**config.mk**
```make
export PLATFORM = sky130hd
export DESIGN_NAME = pcie_trans_param_flat
export DESIGN_NICKNAME = d
export VERILOG_FILES = /design/src/rtl/pcie_trans_param_if.sv /design/src/rtl/pcie_trans_param.sv /design/src/flat_wrapper.sv
export SDC_FILE = /design/constraint.sdc
export NUM_CORES = 1
export LEC_CHECK = 0
export CAP_MARGIN = 10
export CORE_MARGIN = 3
export CORE_UTILIZATION = 50
export CTS_BUF_LIST = sky130_fd_sc_hd__clkbuf_2
export CTS_CLUSTER_DIAMETER = 80
export DETAILED_ROUTE_END_ITERATION = 10
export MAX_ROUTING_LAYER = met4
export PLACE_DENSITY_LB_ADDON = 0.3
export SLEW_MARGIN = 40
export SYNTH_ARGS = -nofsm -noshare
export SYNTH_HDL_FRONTEND = slang
export SYNTH_SLANG_ARGS = --single-unit
```
**constraint.sdc**
```tcl
create_clock -name clk -period 5 [get_ports clk]
set_input_delay 1 -clock clk [delete_from_list [all_inputs] [get_ports clk]]
set_output_delay 1 -clock clk [all_outputs]
set_load 0.01 [all_outputs]
```
**src/rtl/pcie_trans_param_if.sv**
```systemverilog
// Bus bundle for the parametrised transaction-layer buffer: link-side push,
// per-channel pop/data, threshold programming, counter readback and status.
interface pcie_trans_param_if #(
    parameter int DATA_W = 12,
    parameter int CH_W   = 2,
    parameter int ADDR_W = 3,
    parameter int CNT_W  = 5
);
    localparam int CH = 2 ** CH_W;

    logic                   init;
    logic [ADDR_W:0]        umbral_L;
    logic [ADDR_W:0]        umbral_H;
    logic                   push;
    logic [DATA_W-1:0]      data_in;
    logic                   full;
    logic [CH-1:0]          pop;
    logic [CH*DATA_W-1:0]   data_out;
    logic [CH-1:0]          data_valid;
    logic [CH-1:0]          empty;
    logic [CH-1:0]          almost_full;
    logic [CH-1:0]          almost_empty;
    logic                   req;
    logic [CH_W-1:0]        idx;
    logic [CNT_W-1:0]       cnt_out;
    logic                   cnt_valid;
    logic [4:0]             state;
    logic                   error;

    modport master (
        output init, umbral_L, umbral_H, push, data_in, pop, req, idx,
        input  full, data_out, data_valid, empty, almost_full, almost_empty,
               cnt_out, cnt_valid, state, error
    );

    modport slave (
        input  init, umbral_L, umbral_H, push, data_in, pop, req, idx,
        output full, data_out, data_valid, empty, almost_full, almost_empty,
               cnt_out, cnt_valid, state, error
    );
endinterface

```
**src/rtl/pcie_trans_param.sv**
```systemverilog
// Parametrised transaction-layer buffer. One input FIFO feeds 2**CH_W output
// FIFOs selected by the top CH_W bits of each word. The input head only moves
// while the FSM is ACTIVE and its destination is not almost full, so a blocked
// head stalls every channel. Illegal push/pop sends the FSM to a sticky ERROR.
module pcie_trans_param #(
    parameter int DATA_W = 12,
    parameter int CH_W   = 2,
    parameter int ADDR_W = 3,
    parameter int CNT_W  = 5
) (
    input  logic                clk,
    input  logic                reset,
    pcie_trans_param_if.slave   bus
);
    localparam int CH    = 2 ** CH_W;
    localparam int DEPTH = 2 ** ADDR_W;
    localparam logic [ADDR_W:0] DEPTH_C  = (ADDR_W+1)'(DEPTH);
    localparam logic [ADDR_W:0] OCC_ZERO = {(ADDR_W+1){1'b0}};

    typedef enum logic [4:0] {
        ST_RESET  = 5'b00001,
        ST_INIT   = 5'b00010,
        ST_IDLE   = 5'b00100,
        ST_ACTIVE = 5'b01000,
        ST_ERROR  = 5'b10000
    } state_t;

    state_t                 state_r;
    logic                   error_r;
    logic [ADDR_W:0]        thr_l_r;
    logic [ADDR_W:0]        thr_h_r;

    logic [DATA_W-1:0]      in_mem_r [DEPTH];
    logic [ADDR_W-1:0]      in_wr_r;
    logic [ADDR_W-1:0]      in_rd_r;
    logic [ADDR_W:0]        in_cnt_r;

    logic [DATA_W-1:0]      ch_mem_r [CH][DEPTH];
    logic [ADDR_W-1:0]      ch_wr_r  [CH];
    logic [ADDR_W-1:0]      ch_rd_r  [CH];
    logic [ADDR_W:0]        ch_cnt_r [CH];

    logic [CNT_W-1:0]       pop_cnt_r [CH];
    logic [CH*DATA_W-1:0]   data_out_r;
    logic [CH-1:0]          data_valid_r;
    logic [CNT_W-1:0]       cnt_out_r;
    logic                   cnt_valid_r;

    logic                   full_s;
    logic [CH-1:0]          empty_s;
    logic [CH-1:0]          af_s;
    logic [CH-1:0]          ae_s;
    logic [CH-1:0]          pop_ok_s;
    logic [CH-1:0]          ch_wr_en_s;
    logic                   push_ok_s;
    logic                   fwd_s;
    logic                   err_s;
    logic                   all_empty_s;
    logic [DATA_W-1:0]      head_s;
    logic [CH_W-1:0]        head_sel_s;

    // Status flags, forwarding decision and error detection from registered occupancy
    always_comb begin
        full_s     = (in_cnt_r == DEPTH_C);
        head_s     = in_mem_r[in_rd_r];
        head_sel_s = head_s[DATA_W-1 -: CH_W];
        for (int i = 0; i < CH; i++) begin
            empty_s[i] = (ch_cnt_r[i] == OCC_ZERO);
            af_s[i]    = (ch_cnt_r[i] >= thr_h_r);
            ae_s[i]    = (ch_cnt_r[i] <= thr_l_r);
        end
        all_empty_s = (in_cnt_r == OCC_ZERO) && (&empty_s);
        push_ok_s   = bus.push && !full_s &&
                      ((state_r == ST_INIT) || (state_r == ST_IDLE) || (state_r == ST_ACTIVE));
        fwd_s       = (state_r == ST_ACTIVE) && (in_cnt_r != OCC_ZERO) && !af_s[head_sel_s];
        for (int i = 0; i < CH; i++) begin
            ch_wr_en_s[i] = fwd_s && (head_sel_s == CH_W'(i));
            pop_ok_s[i]   = bus.pop[i] && !empty_s[i] && (state_r != ST_ERROR);
        end
        err_s = (state_r != ST_RESET) &&
                ((bus.push && full_s) || ((bus.pop & empty_s) != {CH{1'b0}}));
    end

    assign bus.full         = full_s;
    assign bus.empty        = empty_s;
    assign bus.almost_full  = af_s;
    assign bus.almost_empty = ae_s;
    assign bus.data_out     = data_out_r;
    assign bus.data_valid   = data_valid_r;
    assign bus.cnt_out      = cnt_out_r;
    assign bus.cnt_valid    = cnt_valid_r;
    assign bus.state        = state_r;
    assign bus.error        = error_r;

    // Control FSM; init has priority over traffic-driven moves, ERROR only leaves on reset
    always_ff @(posedge clk or posedge reset) begin
        if (reset) begin
            state_r <= ST_RESET;
            error_r <= 1'b0;
        end else begin
            error_r <= 1'b0;
            case (state_r)
                ST_RESET: state_r <= ST_INIT;
                ST_INIT: begin
                    if (err_s) begin
                        state_r <= ST_ERROR;
                        error_r <= 1'b1;
                    end else if (!bus.init) begin
                        state_r <= ST_IDLE;
                    end else begin
                        state_r <= ST_INIT;
                    end
                end
                ST_IDLE: begin
                    if (err_s) begin
                        state_r <= ST_ERROR;
                        error_r <= 1'b1;
                    end else if (bus.init) begin
                        state_r <= ST_INIT;
                    end else if (bus.push) begin
                        state_r <= ST_ACTIVE;
                    end else begin
                        state_r <= ST_IDLE;
                    end
                end
                ST_ACTIVE: begin
                    if (err_s) begin
                        state_r <= ST_ERROR;
                        error_r <= 1'b1;
                    end else if (bus.init) begin
                        state_r <= ST_INIT;
                    end else if (all_empty_s && !bus.push) begin
                        state_r <= ST_IDLE;
                    end else begin
                        state_r <= ST_ACTIVE;
                    end
                end
                ST_ERROR: begin
                    state_r <= ST_ERROR;
                    error_r <= 1'b1;
                end
                default: begin
                    state_r <= ST_ERROR;
                    error_r <= 1'b1;
                end
            endcase
        end
    end

    // Threshold registers, reloaded every edge spent in INIT with init held high
    always_ff @(posedge clk or posedge reset) begin
        if (reset) begin
            thr_l_r <= OCC_ZERO;
            thr_h_r <= DEPTH_C;
        end else if ((state_r == ST_INIT) && bus.init) begin
            thr_l_r <= bus.umbral_L;
            thr_h_r <= bus.umbral_H;
        end
    end

    // Input FIFO pointers and occupancy
    always_ff @(posedge clk or posedge reset) begin
        if (reset) begin
            in_wr_r  <= {ADDR_W{1'b0}};
            in_rd_r  <= {ADDR_W{1'b0}};
            in_cnt_r <= OCC_ZERO;
        end else begin
            if (push_ok_s) begin
                in_wr_r <= in_wr_r + ADDR_W'(1);
            end
            if (fwd_s) begin
                in_rd_r <= in_rd_r + ADDR_W'(1);
            end
            in_cnt_r <= in_cnt_r + (ADDR_W+1)'(push_ok_s) - (ADDR_W+1)'(fwd_s);
        end
    end

    // Input FIFO storage; contents are don't-care once the pointers are reset
    always_ff @(posedge clk) begin
        if (push_ok_s) begin
            in_mem_r[in_wr_r] <= bus.data_in;
        end
    end

    // Channel FIFO storage, written by the forwarded input head
    always_ff @(posedge clk) begin
        for (int i = 0; i < CH; i++) begin
            if (ch_wr_en_s[i]) begin
                ch_mem_r[i][ch_wr_r[i]] <= head_s;
            end
        end
    end

    // Channel FIFO pointers and occupancy; a forward and pop in one cycle cancel out
    always_ff @(posedge clk or posedge reset) begin
        if (reset) begin
            for (int i = 0; i < CH; i++) begin
                ch_wr_r[i]  <= {ADDR_W{1'b0}};
                ch_rd_r[i]  <= {ADDR_W{1'b0}};
                ch_cnt_r[i] <= OCC_ZERO;
            end
        end else begin
            for (int i = 0; i < CH; i++) begin
                if (ch_wr_en_s[i]) begin
                    ch_wr_r[i] <= ch_wr_r[i] + ADDR_W'(1);
                end
                if (pop_ok_s[i]) begin
                    ch_rd_r[i] <= ch_rd_r[i] + ADDR_W'(1);
                end
                ch_cnt_r[i] <= ch_cnt_r[i] + (ADDR_W+1)'(ch_wr_en_s[i]) - (ADDR_W+1)'(pop_ok_s[i]);
            end
        end
    end

    // Registered pop data: slice updates and valid pulses only on a successful pop
    always_ff @(posedge clk or posedge reset) begin
        if (reset) begin
            data_out_r   <= {(CH*DATA_W){1'b0}};
            data_valid_r <= {CH{1'b0}};
        end else begin
            for (int i = 0; i < CH; i++) begin
                data_valid_r[i] <= pop_ok_s[i];
                if (pop_ok_s[i]) begin
                    data_out_r[i*DATA_W +: DATA_W] <= ch_mem_r[i][ch_rd_r[i]];
                end
            end
        end
    end

    // Per-channel pop counters (wrap naturally) and readback; a read sees the pre-increment value
    always_ff @(posedge clk or posedge reset) begin
        if (reset) begin
            for (int i = 0; i < CH; i++) begin
                pop_cnt_r[i] <= {CNT_W{1'b0}};
            end
            cnt_out_r   <= {CNT_W{1'b0}};
            cnt_valid_r <= 1'b0;
        end else begin
            for (int i = 0; i < CH; i++) begin
                pop_cnt_r[i] <= pop_cnt_r[i] + CNT_W'(pop_ok_s[i]);
            end
            if (bus.req) begin
                cnt_out_r   <= pop_cnt_r[bus.idx];
                cnt_valid_r <= 1'b1;
            end else begin
                cnt_out_r   <= {CNT_W{1'b0}};
                cnt_valid_r <= 1'b0;
            end
        end
    end

endmodule

```
**src/flat_wrapper.sv**
```systemverilog
// flat-port wrapper written by rule: the top's interface ports become plain ports
module pcie_trans_param_flat 
#(
    parameter int DATA_W = 12,
    parameter int CH_W   = 2,
    parameter int ADDR_W = 3,
    parameter int CNT_W  = 5
)
  (clk, reset, bus_init, bus_umbral_L, bus_umbral_H, bus_push, bus_data_in, bus_pop, bus_req, bus_idx, bus_full, bus_data_out, bus_data_valid, bus_empty, bus_almost_full, bus_almost_empty, bus_cnt_out, bus_cnt_valid, bus_state, bus_error);
  pcie_trans_param_if #(.DATA_W(DATA_W), .CH_W(CH_W), .ADDR_W(ADDR_W), .CNT_W(CNT_W)) bus_i ();
  input  logic clk;
  input  logic reset;
  input wire logic [$bits(bus_i.init)-1:0] bus_init;
  input wire logic [$bits(bus_i.umbral_L)-1:0] bus_umbral_L;
  input wire logic [$bits(bus_i.umbral_H)-1:0] bus_umbral_H;
  input wire logic [$bits(bus_i.push)-1:0] bus_push;
  input wire logic [$bits(bus_i.data_in)-1:0] bus_data_in;
  input wire logic [$bits(bus_i.pop)-1:0] bus_pop;
  input wire logic [$bits(bus_i.req)-1:0] bus_req;
  input wire logic [$bits(bus_i.idx)-1:0] bus_idx;
  output wire logic [$bits(bus_i.full)-1:0] bus_full;
  output wire logic [$bits(bus_i.data_out)-1:0] bus_data_out;
  output wire logic [$bits(bus_i.data_valid)-1:0] bus_data_valid;
  output wire logic [$bits(bus_i.empty)-1:0] bus_empty;
  output wire logic [$bits(bus_i.almost_full)-1:0] bus_almost_full;
  output wire logic [$bits(bus_i.almost_empty)-1:0] bus_almost_empty;
  output wire logic [$bits(bus_i.cnt_out)-1:0] bus_cnt_out;
  output wire logic [$bits(bus_i.cnt_valid)-1:0] bus_cnt_valid;
  output wire logic [$bits(bus_i.state)-1:0] bus_state;
  output wire logic [$bits(bus_i.error)-1:0] bus_error;
  assign bus_i.init = bus_init;
  assign bus_i.umbral_L = bus_umbral_L;
  assign bus_i.umbral_H = bus_umbral_H;
  assign bus_i.push = bus_push;
  assign bus_i.data_in = bus_data_in;
  assign bus_i.pop = bus_pop;
  assign bus_i.req = bus_req;
  assign bus_i.idx = bus_idx;
  assign bus_full = bus_i.full;
  assign bus_data_out = bus_i.data_out;
  assign bus_data_valid = bus_i.data_valid;
  assign bus_empty = bus_i.empty;
  assign bus_almost_full = bus_i.almost_full;
  assign bus_almost_empty = bus_i.almost_empty;
  assign bus_cnt_out = bus_i.cnt_out;
  assign bus_cnt_valid = bus_i.cnt_valid;
  assign bus_state = bus_i.state;
  assign bus_error = bus_i.error;
  pcie_trans_param #(.DATA_W(DATA_W), .CH_W(CH_W), .ADDR_W(ADDR_W), .CNT_W(CNT_W)) u_core (.clk(clk), .reset(reset), .bus(bus_i));
endmodule
```
Yosys cells after proc, flatten, opt, wreduce, memory -nomap -nowiden
Memory sizes are Yosys's and may differ from the RTL's. Index checks and enable logic that the tools add are counted.

Bits in registers: 142. RAM bits: 480. Input bits: 31. Output and inout bits: 77. Logic and storage cells: 203. Memories: 2.

Add/sub/neg operators: 24. Magnitude comparators: 22. Equality and inequality tests: 10. Multiplexer cells: 57. Bitwise operators: 10. Reductions and logical operators: 48.

Memories: u_core.ch_mem_r (depth 4, bits a word 96, read ports 4, clocked after Yosys merged registers in 0, wr ports 1, RTL line pcie_trans_param.sv:38) `logic [DATA_W-1:0] ch_mem_r [CH][DEPTH];`; u_core.in_mem_r (depth 8, bits a word 12, read ports 1, clocked after Yosys merged registers in 0, wr ports 1, RTL line pcie_trans_param.sv:33) `logic [DATA_W-1:0] in_mem_r [DEPTH];`.

Operators with widths (count): $mux W96 (10); $reduce_or A96 Y1 (3); $bmux W12 S3 (4); $demux W12 S3 (4); $mux W12 (12); $mux W5 (8); $ge A4 B4 Y1 const B (8); $not A3 Y4 (8); $add A3 B1 Y3 const B (10); $logic_and A1 B1 Y1 (25); $add A4 B1 Y4 (5); $add A5 B1 Y5 (4); $logic_not A4 Y1 (5); $pmux W5 S4 (1); $sub A4 B1 Y4 (5); $ge A4 B4 Y1 (4); $le A4 B4 Y1 (4); $lt A4 B1 Y1 const B (4); $bmux W5 S2 (1); $mux W1 (9); $mux W4 (2); $reduce_bool A4 Y1 (2); $logic_not A1 Y1 (7); $mux W2 (3); 20 further kinds (23).

Depth between registers and ports, before layout
Gate-level depths: netlist of the first run.

Depth in word-level cells: 12. Mapped depth: 14. Gate-level depth less buffers: 14.

Least setup slack after synthesis of the first run
OpenSTA, ideal clock, no wires.

Kind: reg-to-reg. From: register u_core.in_rd_r[0]. To: memory u_core.ch_mem_r[1][36] (netlist name), enable pin. Library setup time: 399 ps. Data arrival time: 2918 ps. Required time: 4601 ps. Path slack: 1683 ps. Stages on the path, launching flop included: 8. Path buffers: 1. Clock period less this slack: 3317 ps. Path through: dfrtp_1 > buf_6 > mux4_2 > mux2_4 > nor2_1 > o2111a_2 > nand2b_1 > nor3b_1.

Cells in the longest elaborated chain, start to end: 12. Elaborated cells between the ends (all ways): 30. Classes of those cells: eq/ne: 3; mux: 16; reduce/logical: 10; memory: 1.

Ends and longest elaborated chain: start, declared (RTL line pcie_trans_param.sv:35) `logic [ADDR_W-1:0] in_rd_r;`; start signal, assigned (RTL line pcie_trans_param.sv:165) `in_rd_r <= {ADDR_W{1'b0}};`; start signal, assigned (RTL line pcie_trans_param.sv:172) `in_rd_r <= in_rd_r + ADDR_W'(1);`; $mem_v2 Z8 W12 *; net u_core.head_s[11] (RTL line pcie_trans_param.sv:59) `logic [DATA_W-1:0] head_s;`; $bmux W1 S2 (RTL line pcie_trans_param.sv:75) `fwd_s = (state_r == ST_ACTIVE) && (in_cnt_r != OCC_ZERO) && !af_s[head_sel_s];`; $mux W1 (implied by the code) (RTL line pcie_trans_param.sv:75); $logic_not A1 Y1 (RTL line pcie_trans_param.sv:75); $logic_and A1 B1 Y1 (RTL line pcie_trans_param.sv:75); $logic_and A1 B1 Y1 * (RTL line pcie_trans_param.sv:77) `ch_wr_en_s[i] = fwd_s && (head_sel_s == CH_W'(i));`; net u_core.ch_wr_en_s[1] (RTL line pcie_trans_param.sv:54) `logic [CH-1:0] ch_wr_en_s;`; $mux W1 * (RTL line pcie_trans_param.sv:188) `if (ch_wr_en_s[i]) begin`; $mux W96 (implied by the code) * (RTL line pcie_trans_param.sv:189) `ch_mem_r[i][ch_wr_r[i]] <= head_s;`; $reduce_or A96 Y1 (no source line); $mux W2 (no source line) or $mux W96 (tied branches) (3 in a row); end, declared (RTL line pcie_trans_param.sv:38).

Mark *: on every way through the listed nets, which the timed path passes. The rest lies on a longest branch. The select of a mux whose other input is x is not followed.

Worst setup path after layout of the first run
From: register u_core.thr_h_r[3]. To: output bus_almost_full[0].

Cells in the longest elaborated chain, start to end: 1.

Ends and longest elaborated chain: start, declared (RTL line pcie_trans_param.sv:31) `logic [ADDR_W:0] thr_h_r;`; start signal, assigned (RTL line pcie_trans_param.sv:157) `thr_h_r <= bus.umbral_H;`; $ge A4 B4 Y1 (RTL line pcie_trans_param.sv:69) `af_s[i] = (ch_cnt_r[i] >= thr_h_r);`; end, declared (RTL line flat_wrapper.sv:25) `output wire logic [$bits(bus_i.almost_full)-1:0] bus_almost_full;`.

Every way passes these cells.

==> results of run 1 <==
-- final cells by class --
class / instances / area, µm² / area share (%)
diodes: 2 / 5.00 / 0.0175
clock buffers: 223 / 1120 / 3.91
clock inverters: 60 / 332 / 1.16
inverters: 50 / 195 / 0.683
multi-input cells: 621 / 6630 / 23.2
flip-flops and latches: 622 / 18000 / 62.9
well taps: 664 / 831 / 2.91
repair buffers: 161 / 1480 / 5.17
-- synth_stat cells, types with 14 or more instances --
master	number	area, µm²
mux2i_1	54	541
o21ai_0	62	310
nand2_1	84	315
nor3b_1	17	128
mux4_2	123	2770
edfxtp_1	480	14400
nor2_1	25	93.8
ha_1	76	951
inv_1	50	188
nand2b_1	14	87.6
mux2_2	20	225
a21oi_1	20	100
clkbuf_1	36	135
xnor2_1	27	236
xor2_1	15	131
dfrtp_1	140	3500
-- worst paths after layout --
path	cells past startpoint	slack, ns	endpoint	from
max in group asynchronous	3	3.77	u_core.thr_h_r[3]	reset
worst max-delay path	5	0.43	bus_almost_full[0]	u_core.thr_h_r[3]
worst min-delay path	2	0.28	u_core.bus.cnt_out[4]	reset
min in group clk	3	0.35	u_core.thr_h_r[3]	bus_umbral_H[3]
worst max register to register	14	1.17	u_core.in_cnt_r[2]	u_core.in_rd_r[0]
worst min register to register	1	0.48	u_core.pop_cnt_r[14]	u_core.pop_cnt_r[14]
-- cell families (layout without fill, tap and decap cells) --
group	count (synthesis)	count (layout)	share of synthesized area, %
AND/OR/NAND/NOR	198	198	4.11
buffers and inverters	108	494	1.70
multiplexers	199	199	14.3
XOR/XNOR	42	42	1.47
AO/OA/AOI/OAI	100	100	2.27
other	1	3	0.0150
adder cells (fa/ha/maj)	81	81	4.21
flip-flops	622	622	72.0
-- worst register-to-register path, stage by stage (launching register included) --
cell and delay (ns):
dfrtp_1 0.47, buf_4 0.47, mux2i_1 0.17, nand3b_1 0.12, and4b_1 0.26, buf_4 0.41, mux2i_1 0.17, a22oi_1 0.47
inv_1 0.09, ha_1 0.30, inv_1 0.06, ha_1 0.16, inv_1 0.06, fa_1 0.37, xnor2_1 0.19
-- routing by layer --
metal	vias up	routed length, µm
li1	5856	-
met2	316	23700
met3	69	2690
met1	6405	21400
met4	0	883
met5	-	0
-- flip-flops by register name (all words and copies together) (netlist names) --
name,cells
u_core.thr_h_r,4
u_core.ch_cnt_r,16
u_core.pop_cnt_r,20
u_core.in_mem_r,96
u_core.bus.cnt_valid,1
u_core.bus.data_out,48
u_core.in_wr_r,3
u_core.in_cnt_r,4
u_core.ch_mem_r,384
u_core.ch_rd_r,12
u_core.bus.data_valid,4
u_core.ch_wr_r,12
u_core.in_rd_r,3
u_core.thr_l_r,4
u_core.bus.error,1
u_core.bus.state,5
u_core.bus.cnt_out,5
-- power by group through the flow --
stage               logic [mW]  clock network (mW)  registers, mW
finish                    3.02                3.37           6.46
global route              3.34                3.81           6.54
CTS                       3.08                3.52           6.47
detailed placement        3.07                   0           6.58
global placement          3.02                   0           6.57
floorplan                 2.16                   0           6.35
-- metrics by stage --
| stage | cells | area (µm²) | util, % | hold slack (ns) | worst slack [ns] |
|---|---|---|---|---|---|
| 2_1_floorplan | 1351 | 25000 | - | 0.440 | 0.194 |
| 3_3_place_gp | 2118 | 27100 | 55.1 | 0.456 | 1.29 |
| 3_5_place_dp | 2118 | 27100 | 55.1 | 0.461 | 1.17 |
| 4_1_cts | 2401 | 28600 | 58.1 | 0.143 | 0.271 |
| 5_1_grt | 2403 | 28600 | 58.1 | 0.142 | 0.270 |
| 6_report | 2403 | 28600 | 58.1 | 0.283 | 0.433 |
==> qor.txt, run 1 <==
outcome: completed
Seq cells post-synth: 622
CORE AREA: 49200 µm²
pwr dens: 450 nW/µm²
initial DRC count: 976
number of top-level pins: 108
Max Clk Rate: 0.219 GHz
site row count: 81
final setup vio count: 0
port bufs: 107
part of the power in registers: 50.3%
Detailed Route WL: 48600 µm
Net Sw Power: 3.84 mW
Slew headroom: 43.4%
PostCTS Resize Cnt: 0
most frequent cells in the layout: edfxtp_1, clkbuf_2, dfrtp_1
P&R area growth vs syn: 14.4%
Final Power: 12.8 mW
Synth Cell Area: 25000 µm²
M2 GR Usage: 29.8%
Post-CTS Hold Buffers: 0
CP top delay family: buffers and inverters
Sw Share: 29.9%
unrepaired setup endpoints after global routing: false
mean number of vias per cell: 5.26
Synth Instances: 1351
clk sinks: 622
Wirelength per Cell: 20.2 µm
commonest non-fill, non-tap cell in the layout: edfxtp_1
crit-path max FO: 5
HP Class: primary input to async pin
crit path DAT: 3.57 ns
Initial Utilization: 50.8%
First-pass DRT Iterations: 5
CTS tree: done
die width: 229 µm
Crit-path slowest cell: clkdlybuf4s50_1
global-route wire length before repair: 76800 µm
CTS root buffer: clkbuf_2
max capacitance violation total: 0
later-pin clock latency in the skew report: 1.23 ns
worst vdd ir: 0.216 mV
Hold Vio Cnt, Final: 0
antenna violations before repair: 2
DRC: 0
most crowded layer after global routing: met2
Int Power: 9.00 mW
Avg Cell Area, Syn: 18.5 µm²
Post-synth EDFFs: 480
CP Class: flip-flop to output port
grt ovf: 0
LEAKAGE: 10.6 nW
Post-Syn Nets: 1463
Worst Skew: 0.0684 ns
Routed Antenna Nets: 0
Startpoint Class: flip-flop
Final Cycle Share: 91.3%
vias: 12.6k
Total GRT Usage: 19.8%
clock-pin slew of the registers on the worst-case setup and hold paths: 0.10 ns
final worst path period need: 4.57 ns
Yosys warning count: 0
GPL Wtd Cong: 0.777
post-synthesis sequential area ratio: 72.0%
Critical Path RT: 4.00 ns
Final HPWL DP: 29700 µm
DIE AREA: 52700 µm²
CTS max path bufs: 3
Final nets: 1723
H-tree depth reported by CTS: 4
largest net degree at the start of global routing: 87
met3 usage: 5.55%
Post-synth ARST share: 22.8%
fraction of layout cells with a size suffix above 1: 26.7%
Gate power share: 23.5%
Post-CTS Setup Inserts: 0
Clock Power Share: 26.2%
CP peak stage delay: 0.71 ns
met1 Usage GRT: 26.3%
final setup TNS: 0 ns
worst-margin pin slew: 0.840 ns
critical-path cell list: inv_1 > ha_1 > nand2_1 > o21ai_0 > clkdlybuf4s50_1
Synth cell types: 50
Fillers: 3796
nature of the critical path endpoint: output port
Buf/Inv on CP: 2
Most used DFF post-synth: edfxtp_1
die height: 229 µm
cts bufs inserted: 155
Pins Over Slew Limit: 0
vias in the first global route: 13.5k
Power figures use the tool's default switching activity.
==> run 2: changes to the inputs <==
- CORE_MARGIN: 3 -> 2
==> run 2 against run 1 <==
Effect of this change: count of clock-buffer cells in the layout up 22; cell area rose by 0.48%; utilization grew 0.28 points; largest power group unchanged; non-clock buffer count is 2 higher; critical path depth stayed put; worst setup slack improved by 0.051 ns; sequential power hardly changed; wire length grew 1.6%; clock power about the same; register-to-register slack improved by 0.21 ns; global-route usage increased by 1.0 points; clock skew is 0.027 ns higher.
==> qor.txt, run 2 (synthesis results as in run 1) <==
outcome: completed (unchanged)
unrepaired setup endpoints after global routing: false (unchanged)
crit path DAT: 3.52 ns (was 3.57 ns)
R2R setup slack: 1.38 ns (was 1.17 ns)
H-tree depth reported by CTS: 4 (unchanged)
clk sinks: 622 (unchanged)
Gate power share: 23.6% (was 23.5%)
Worst Skew: 0.0952 ns (was 0.0684 ns)
max reg flops: 384 (unchanged)
site row count: 81 (unchanged)
Slew headroom: 44.1% (was 43.4%)
CP Capture Point: bus_almost_full[0] (unchanged)
Hold Vio Cnt, Final: 0 (unchanged)
Initial Utilization: 50.8% (unchanged)
initial DRC count: 885 (was 976)
most frequent cells in the layout: edfxtp_1, clkbuf_2, dfrtp_1 (unchanged)
CP startpoint: u_core.thr_h_r[3] (unchanged)
Max Clk Rate: 0.221 GHz (was 0.219 GHz)
CP Class: flip-flop to output port (unchanged)
mean number of vias per cell: 5.32 (was 5.26)
final setup vio count: 0 (unchanged)
GPL Wtd Cong: 0.797 (was 0.777)
CTS root buffer: clkbuf_2 (unchanged)
Total GRT Usage: 20.9% (was 19.8%)
r2r startpoint: u_core.in_rd_r[0] (unchanged)
final worst path period need: 4.52 ns (was 4.57 ns)
Final Cycle Share: 90.3% (was 91.3%)
Detailed Route WL: 49400 µm (was 48600 µm)
number of top-level pins: 108 (unchanged)
die width: 227 µm (was 229 µm)
fraction of layout cells with a size suffix above 1: 27.7% (was 26.7%)
worst-margin pin slew: 0.838 ns (was 0.840 ns)
P&R area growth vs syn: 14.9% (was 14.4%)
later-pin clock latency in the skew report: 1.29 ns (was 1.23 ns)
Pins Over Slew Limit: 0 (unchanged)
Startpoint Class: flip-flop (unchanged)
Final HPWL DP: 30200 µm (was 29700 µm)
max capacitance violation total: 0 (unchanged)
First-pass DRT Iterations: 5 (unchanged)
global-route wire length before repair: 76700 µm (was 76800 µm)
Routed Antenna Nets: 0 (unchanged)
commonest non-fill, non-tap cell in the layout: edfxtp_1 (unchanged)
Clock Power Share: 26.3% (was 26.2%)
Worst Reg2Reg Path Length in Cells: 12 (was 14)
pwr dens: 450 nW/µm² (about the same)
vias in the first global route: 13.4k (was 13.5k)
part of the power in registers: 50.1% (was 50.3%)
Int Power: 9.04 mW (was 9.00 mW)
clock-pin slew of the registers on the worst-case setup and hold paths: 0.10 ns (about the same)
worst vdd ir: 0.207 mV (was 0.216 mV)
Critical Path RT: 4.00 ns (about the same)
final setup TNS: 0 ns (unchanged)
DIE AREA: 51800 µm² (was 52700 µm²)
crit-path max FO: 5 (unchanged)
FF-to-FF End: u_core.in_cnt_r[1] (was u_core.in_cnt_r[2])
CORE AREA: 49200 µm² (unchanged)
antenna violations before repair: 2 (unchanged)
CTS max path bufs: 3 (unchanged)
Post-CTS Setup Inserts: 0 (unchanged)
LEAKAGE: 10.7 nW (was 10.6 nW)
HP Class: primary input to flip-flop (was primary input to async pin)
Wirelength per Cell: 20.4 µm (was 20.2 µm)
die height: 227 µm (was 229 µm)
cts bufs inserted: 157 (was 155)
hold_sp: bus_umbral_H[3]
nature of the critical path endpoint: output port (unchanged)
Final nets: 1727 (was 1723)
port bufs: 107 (unchanged)
post-layout util: 58.4% (was 58.1%)
Net Sw Power: 3.88 mW (was 3.84 mW)
DRC: 0 (unchanged)
Sw Share: 30.0% (was 29.9%)
grt ovf: 0 (unchanged)
largest net degree at the start of global routing: 78 (was 87)
CTS tree: done (unchanged)
vias: 12.9k (was 12.6k)
[run 2: power groups by stage]
stage / Sequential [mW] / Combinational [mW] / Clock [mW]
final: 6.48 / 3.05 / 3.40
after global routing: 6.54 / 3.37 / 3.80
after CTS: 6.49 / 3.10 / 3.53
after detailed placement: 6.60 / 3.09 / 0
after global placement: 6.59 / 3.04 / 0
after floorplan: 6.35 / 2.16 / 0
[run 2: layer usage]
metal / GRT usage, % / wire, µm
met1: 26.9 / 21400
met2: 32.0 / 24200
met3: 5.05 / 2490
met4: 9.07 / 1230
met5: - / 0
[run 2: worst min path at each step]
stage,to,cells past startpoint
4_1_cts,u_core.bus.data_valid[2],2
5_1_grt,u_core.thr_h_r[3],3
3_5_place_dp,u_core.pop_cnt_r[9],1
2_1_floorplan,u_core.pop_cnt_r[9],1
3_3_place_gp,u_core.pop_cnt_r[9],1
6_report,u_core.thr_h_r[3],3
[run 2: layout make-up]
class / instances / area (µm²)
inverters: 50 / 193
fillers: 3758 / 20500
diodes: 4 / 10.0
flip-flops and latches: 622 / 18000
clock inverters: 48 / 251
multi-input cells: 621 / 6680
repair buffers: 163 / 1530
clock buffers: 245 / 1230
well taps: 664 / 831
[run 2: stage by stage]
| step | setup slack (ns) | power [mW] | area (µm²) | hold slack (ns) | cells |
|---|---|---|---|---|---|
| 2_1_floorplan | 0.194 | 8.51 | 25000 | 0.440 | 1351 |
| 3_3_place_gp | 1.34 | 9.63 | 27100 | 0.456 | 2117 |
| 3_5_place_dp | 1.33 | 9.69 | 27100 | 0.467 | 2117 |
| 4_1_cts | 0.323 | 13.1 | 28600 | 0.0943 | 2410 |
| 5_1_grt | 0.271 | 13.7 | 28700 | 0.184 | 2416 |
| 6_report | 0.484 | 12.9 | 28700 | 0.266 | 2417 |
[run 2: timing repair]
item / in CTS / in global routing
resized for setup: 0 / 0
hold endpoints to repair: 0 / 5
hold buffers: 0 / 1
[run 2: critical path, cell delays in order (launching register included)]
cell             delay [ns]
dfstp_2                0.52
inv_1                  0.09
ha_1                   0.31
nand2_1                0.05
o21ai_0                0.55
clkdlybuf4s50_1        0.71
==> run 3: changes to the inputs <==
- ABC_CLOCK_PERIOD_IN_PS: not set -> 5000
- SLEW_MARGIN: 40 -> not set
==> run 3 against run 2 <==
Effect of this change: hold slack better by 0.016 ns; global-route usage up 0.12 points; largest cell class unchanged; non-clock buffer count down 3; cell count down 0.62%; fmax up 1.5%; register-to-register slack worse by 0.11 ns; largest power group unchanged; worst setup slack better by 0.065 ns.
==> qor.txt, run 3 (synthesis results as in run 1) <==
outcome: completed (unchanged)
GPL Wtd Cong: 0.797 (unchanged)
Cells after DPL: 2117 (unchanged)
final std cells w/o fill: 2402 (was 2417)
CTS tree: done (unchanged)
HP Class: primary input to async pin (was primary input to flip-flop)
vias: 12.8k (was 12.9k)
H-tree depth reported by CTS: 4 (unchanged)
later-pin clock latency in the skew report: 1.24 ns (was 1.29 ns)
Final nets: 1721 (was 1727)
Fillers: 3756 (was 3758)
die height: 227 µm (unchanged)
crit path DAT: 3.45 ns (was 3.52 ns)
DIE AREA: 51800 µm² (unchanged)
Crit-path slowest cell: clkdlybuf4s50_1 (unchanged)
Routed Antenna Nets: 0 (unchanged)
most frequent cells in the layout: edfxtp_1, clkbuf_2, dfrtp_1 (unchanged)
CTS root buffer: clkbuf_2 (unchanged)
clock-pin slew of the registers on the worst-case setup and hold paths: 0.12 ns (was 0.10 ns)
vias in the first global route: 13.5k (was 13.4k)
LEAKAGE: 10.7 nW (about the same)
pwr dens: 453 nW/µm² (was 450 nW/µm²)
max capacitance violation total: 0 (unchanged)
Slew headroom: 21.6% (was 44.1%)
DP Worst Slack: 1.21 ns (was 1.33 ns)
CP peak stage delay: 0.72 ns (was 0.71 ns)
Wirelength per Cell: 20.5 µm (was 20.4 µm)
Startpoint Class: flip-flop (unchanged)
nature of the critical path endpoint: output port (unchanged)
DRC: 0 (unchanged)
final setup vio count: 0 (unchanged)
P&R area growth vs syn: 14.4% (was 14.9%)
antenna violations before repair: 2 (unchanged)
mean number of vias per cell: 5.34 (was 5.32)
Initial Utilization: 50.8% (unchanged)
Hold Vio Cnt, Final: 0 (unchanged)
Detailed Route WL: 49300 µm (was 49400 µm)
grt ovf: 0 (unchanged)
global-route wire length before repair: 77100 µm (was 76700 µm)
max reg flops: 384 (unchanged)
worst-margin pin slew: 1.17 ns (was 0.838 ns)
Final Cycle Share: 89.0% (was 90.3%)
final worst path period need: 4.45 ns (was 4.52 ns)
largest net degree at the start of global routing: 78 (unchanged)
Worst Hold Slack: 0.282 ns (was 0.266 ns)
CORE AREA: 49200 µm² (unchanged)
die width: 227 µm (unchanged)
commonest non-fill, non-tap cell in the layout: edfxtp_1 (unchanged)
initial DRC count: 907 (was 885)
port bufs: 107 (unchanged)
unrepaired setup endpoints after global routing: false (unchanged)
Final HPWL DP: 30300 µm (was 30200 µm)
fraction of layout cells with a size suffix above 1: 27.1% (was 27.7%)
Post-CTS Setup Inserts: 0 (unchanged)
area of the multi-input gates: 6640 µm² (was 6680 µm²)
number of top-level pins: 108 (unchanged)
site row count: 81 (unchanged)
critical-path cell list: inv_1 > ha_1 > nand2_1 > o21ai_0 > clkdlybuf4s50_1 (unchanged)
crit-path max FO: 5 (unchanged)
worst vdd ir: 0.185 mV (was 0.207 mV)
First-pass DRT Iterations: 5 (unchanged)
CP startpoint: u_core.thr_h_r[3] (unchanged)
final setup TNS: 0 ns (unchanged)
Total GRT Usage: 21.0% (was 20.9%)
cts bufs inserted: 154 (was 157)
sequential cell area: 18000 µm² (about the same)
PostCTS Resize Cnt: 0 (unchanged)
Post-CTS Hold Buffers: 0 (unchanged)
Worst Skew: 0.0743 ns (was 0.0952 ns)
CP Class: flip-flop to output port (unchanged)
Critical Path RT: 4.00 ns (about the same)
r2r startpoint: u_core.in_rd_r[0] (unchanged)
clk sinks: 622 (unchanged)
Pins Over Slew Limit: 0 (unchanged)
final worst setup slack: 0.549 ns (was 0.484 ns)
Max Clk Rate: 0.225 GHz (was 0.221 GHz)
CTS max path bufs: 3 (unchanged)
[run 3: changes by cell type in the layout (fill, tap and decap cells not counted), sizes merged, moves of 2 or more]
| cell | previous run | this run |
|---|---|---|
| clkinvlp | 3 | 1 |
| bufinv | 2 | 4 |
| clkbuf | 245 | 236 |
| diode | 4 | 2 |
| clkinv | 39 | 37 |
| buf | 55 | 53 |
[run 3: stage by stage]
stage	utilization (%)	area (µm²)	power [mW]
after floorplan	-	25000	8.51
after global placement	55.1	27100	9.63
after detailed placement	55.1	27100	9.70
after CTS	58.1	28600	13.2
after global routing	58.1	28600	13.8
final	58.1	28600	13.0
[run 3: worst paths after layout]
path,to,slack [ns],cells after the start
max,bus_almost_full[0],0.55,5
max in group asynchronous,u_core.bus.state[0],3.72,3
max reg2reg,u_core.ch_mem_r[2][32],1.27,7
min reg2reg,u_core.pop_cnt_r[9],0.48,1
min in group clk,u_core.thr_h_r[3],0.33,3
min,u_core.bus.data_out[28],0.28,2
[run 3: power breakdown]
part | switching [mW] | total (mW) | internal, mW | leakage, nW
Clock | 1.97 | 3.43 | 1.46 | 1.12
Sequential | 0.558 | 6.47 | 5.91 | 6.05
Combinational | 1.33 | 3.05 | 1.73 | 3.48
Total | 3.85 | 13.0 | 9.11 | 10.7
[run 3: cell type report]
cell class,count,share of cell area (%)
Tap cell,664,2.91
Inverter,50,0.674
Timing Repair Buffer,160,5.14
Sequential cell,622,62.9
Antenna cell,2,0.0175
Clock buffer,236,4.13
Clock inverter,47,1.03
Multi-Input combinational cell,621,23.2
[run 3: metal layers]
layer | wire length [µm] | global-route usage [%]
met1 | 21500 | 27.2
met2 | 23900 | 31.7
met3 | 2760 | 5.90
met4 | 1190 | 8.29
met5 | 0 | -
[run 3: critical path: cells and delay by family, from the launching register on]
kind / cells / cell delay (ns)
buf+inv: 2 / 0.81
compound gates: 1 / 0.55
flops: 1 / 0.53
fa+ha+maj: 1 / 0.31
simple gates: 1 / 0.05
==> RTL edit: new RTL, config.mk and constraints of run 3 <==
`CH_W` is set to 2 in 3 places; all go to 3. Comments in the files are not updated.
--- a/src/rtl/pcie_trans_param_if.sv
+++ b/src/rtl/pcie_trans_param_if.sv
@@ -2,7 +2,7 @@
 // per-channel pop/data, threshold programming, counter readback and status.
 interface pcie_trans_param_if #(
     parameter int DATA_W = 12,
-    parameter int CH_W   = 2,
+    parameter int CH_W   = 3,
     parameter int ADDR_W = 3,
     parameter int CNT_W  = 5
 );
--- a/src/rtl/pcie_trans_param.sv
+++ b/src/rtl/pcie_trans_param.sv
@@ -4,7 +4,7 @@
 // head stalls every channel. Illegal push/pop sends the FSM to a sticky ERROR.
 module pcie_trans_param #(
     parameter int DATA_W = 12,
-    parameter int CH_W   = 2,
+    parameter int CH_W   = 3,
     parameter int ADDR_W = 3,
     parameter int CNT_W  = 5
 ) (
--- a/src/flat_wrapper.sv
+++ b/src/flat_wrapper.sv
@@ -2,7 +2,7 @@
 module pcie_trans_param_flat 
 #(
     parameter int DATA_W = 12,
-    parameter int CH_W   = 2,
+    parameter int CH_W   = 3,
     parameter int ADDR_W = 3,
     parameter int CNT_W  = 5
 )
Ports: changed (7 resized); port bits go from 108 to 177. The function was not compared with the original's and may differ.
==> RTL edit against run 3 <==
Worst setup slack worse by 0.35 ns. Largest cell class unchanged. Total power increased by 89%. Largest power group unchanged. Synthesized cell count up 79%. Sequential cell count increased by 496. Register-to-register slack got worse by 0.31 ns. Cell area rose by 80%. Routed wire length increased by 100%. Area after synthesis is 81% higher.
==> RTL edit: results <==
[run_status]
run_status = "complete, no violations"

[clocking]
clock_latency_on_the_worst_skew_pair_ns = 1.45
cts-root-to-sink-buffers = 4
cts_root_buf = "sky130_fd_sc_hd__clkbuf_2"
clock_tree.htree_level_count = 5
tritoncts_buffers = 294

[sta]
timing.fmax_mhz = 208
timing_hold_violations_final = 0
skew_final_ns = 0.192

[setup_path]
crit_path_max_fanout = 8
worst_r2r_endpoint = "u_core.in_cnt_r[2]"
crit_path_end = "bus_almost_full[2]"
critical_path.reg2reg.startpoint = "u_core.in_rd_r[1]"
r2r_cells = 14
timing.reg2reg.setup_slack_ns = 0.96
timing.critical_path.arrival_ns = 3.80

[synth]
synth.distinct_cells = 55
syn-num-nets = 2611
yosys.area_share.adder = 0.0440
synth-compound-area-share = 0.0221
synth.area.mux_share = 0.145
share_of_synthesized_area_occupied_by_flip_flops_and_latches = 0.716
synth-async-reset-ratio = 0.227
synth-xor-area-share = 0.0152
syn_area_per_cell_um2 = 18.6
post_synth_main_area_contributors = "sky130_fd_sc_hd__edfxtp_1, sky130_fd_sc_hd__dfrtp_1, sky130_fd_sc_hd__mux4_2"
most_numerous_cell_types_in_the_synthesized_netlist = "sky130_fd_sc_hd__edfxtp_1, sky130_fd_sc_hd__dfrtp_1, sky130_fd_sc_hd__mux4_2"

[placed_design]
placed_cell_area_um2 = 48800
place.detailed.hpwl_mm = 62.5
routabilityCongestion = 0.831
dp_cells = 3786
dp_slack_ns = 0.985

[pwr]
power.ir.vdd_worst_uv = 305
power.leakage_nw = 19.3

[layout]
total_number_of_nets_in_the_final_design = 3099
largest_reg_flops = 768
proportion_of_layout_cells_with_a_drive_suffix_above_1 = 0.279

[detailed_routing]
via_count = 23600
routed_wl_mm = 98.6
wl_met3_mm = 7.09
drt_pass1_iterations = 7
wl_per_cell_um = 23.0
detailed_route_iter0_violations = 1870
m1WireLength_mm = 42.0

[global_route]
grt.total_usage = 0.224
grt_pass1_wl_mm = 150
grt_max_degree = 127
met2_layer_usage_reported_by_global_route = 0.341
grt.met1_usage = 0.295
grt_util_met3 = 0.0595
initial_antenna_violation_count = 8
grt_pass1_vias = 25200

[worst_hold_path]
worstHoldPathType = "input port to flop"
RTL edit: power breakdown:
part / leakage, nW / total [mW] / switching (mW) / internal, mW
logic: 6.42 / 6.63 / 2.99 / 3.64
registers: 10.9 / 11.8 / 1.13 / 10.7
clock network: 1.99 / 6.03 / 3.51 / 2.52
RTL edit: worst max-delay path: stages (launching register included):
cell	delay, ns
sky130_fd_sc_hd__dfstp_2	0.54
sky130_fd_sc_hd__inv_1	0.18
sky130_fd_sc_hd__ha_1	0.36
sky130_fd_sc_hd__nand2_1	0.07
sky130_fd_sc_hd__o21ai_0	0.45
sky130_fd_sc_hd__clkdlybuf4s50_1	0.85
RTL edit: cell families after synthesis:
logic type	Yosys count
compound gates	177
other cells	1
xor+xnor	78
buf+inv	190
mux	365
fa+ha+maj	153
flops	1118
simple gates	340
RTL edit: cell type report:
type,instances,area (um^2)
Multi-Input combinational cell,1114,12000
Sequential cell,1118,32300
Antenna cell,9,22.5
Timing Repair Buffer,292,2710
Clock inverter,51,308
Fill cell,6936,38300
Inverter,90,349
Tap cell,1176,1470
Clock buffer,442,2210
RTL edit: how the worst min path moves through the flow:
stage / end / slack [ns] / cells past startpoint
after floorplan: u_core.pop_cnt_r[34] / 0.44 / 1
after global placement: u_core.pop_cnt_r[9] / 0.46 / 1
after detailed placement: u_core.pop_cnt_r[34] / 0.46 / 1
after CTS: u_core.thr_l_r[1] / 0.02 / 2
after global routing: u_core.thr_l_r[1] / 0.07 / 2
final: u_core.thr_l_r[1] / 0.26 / 2
RTL edit: what timing repair did:
| action | 4_1_cts | 5_1_grt |
|---|---|---|
| gates resized for setup | 10 | 11 |
| hold endpoints to repair | 89 | 0 |
| setup endpoints to repair | 14 | 10 |
| buffers inserted | 1 | 0 |
| hold buffers | 3 | 0 |
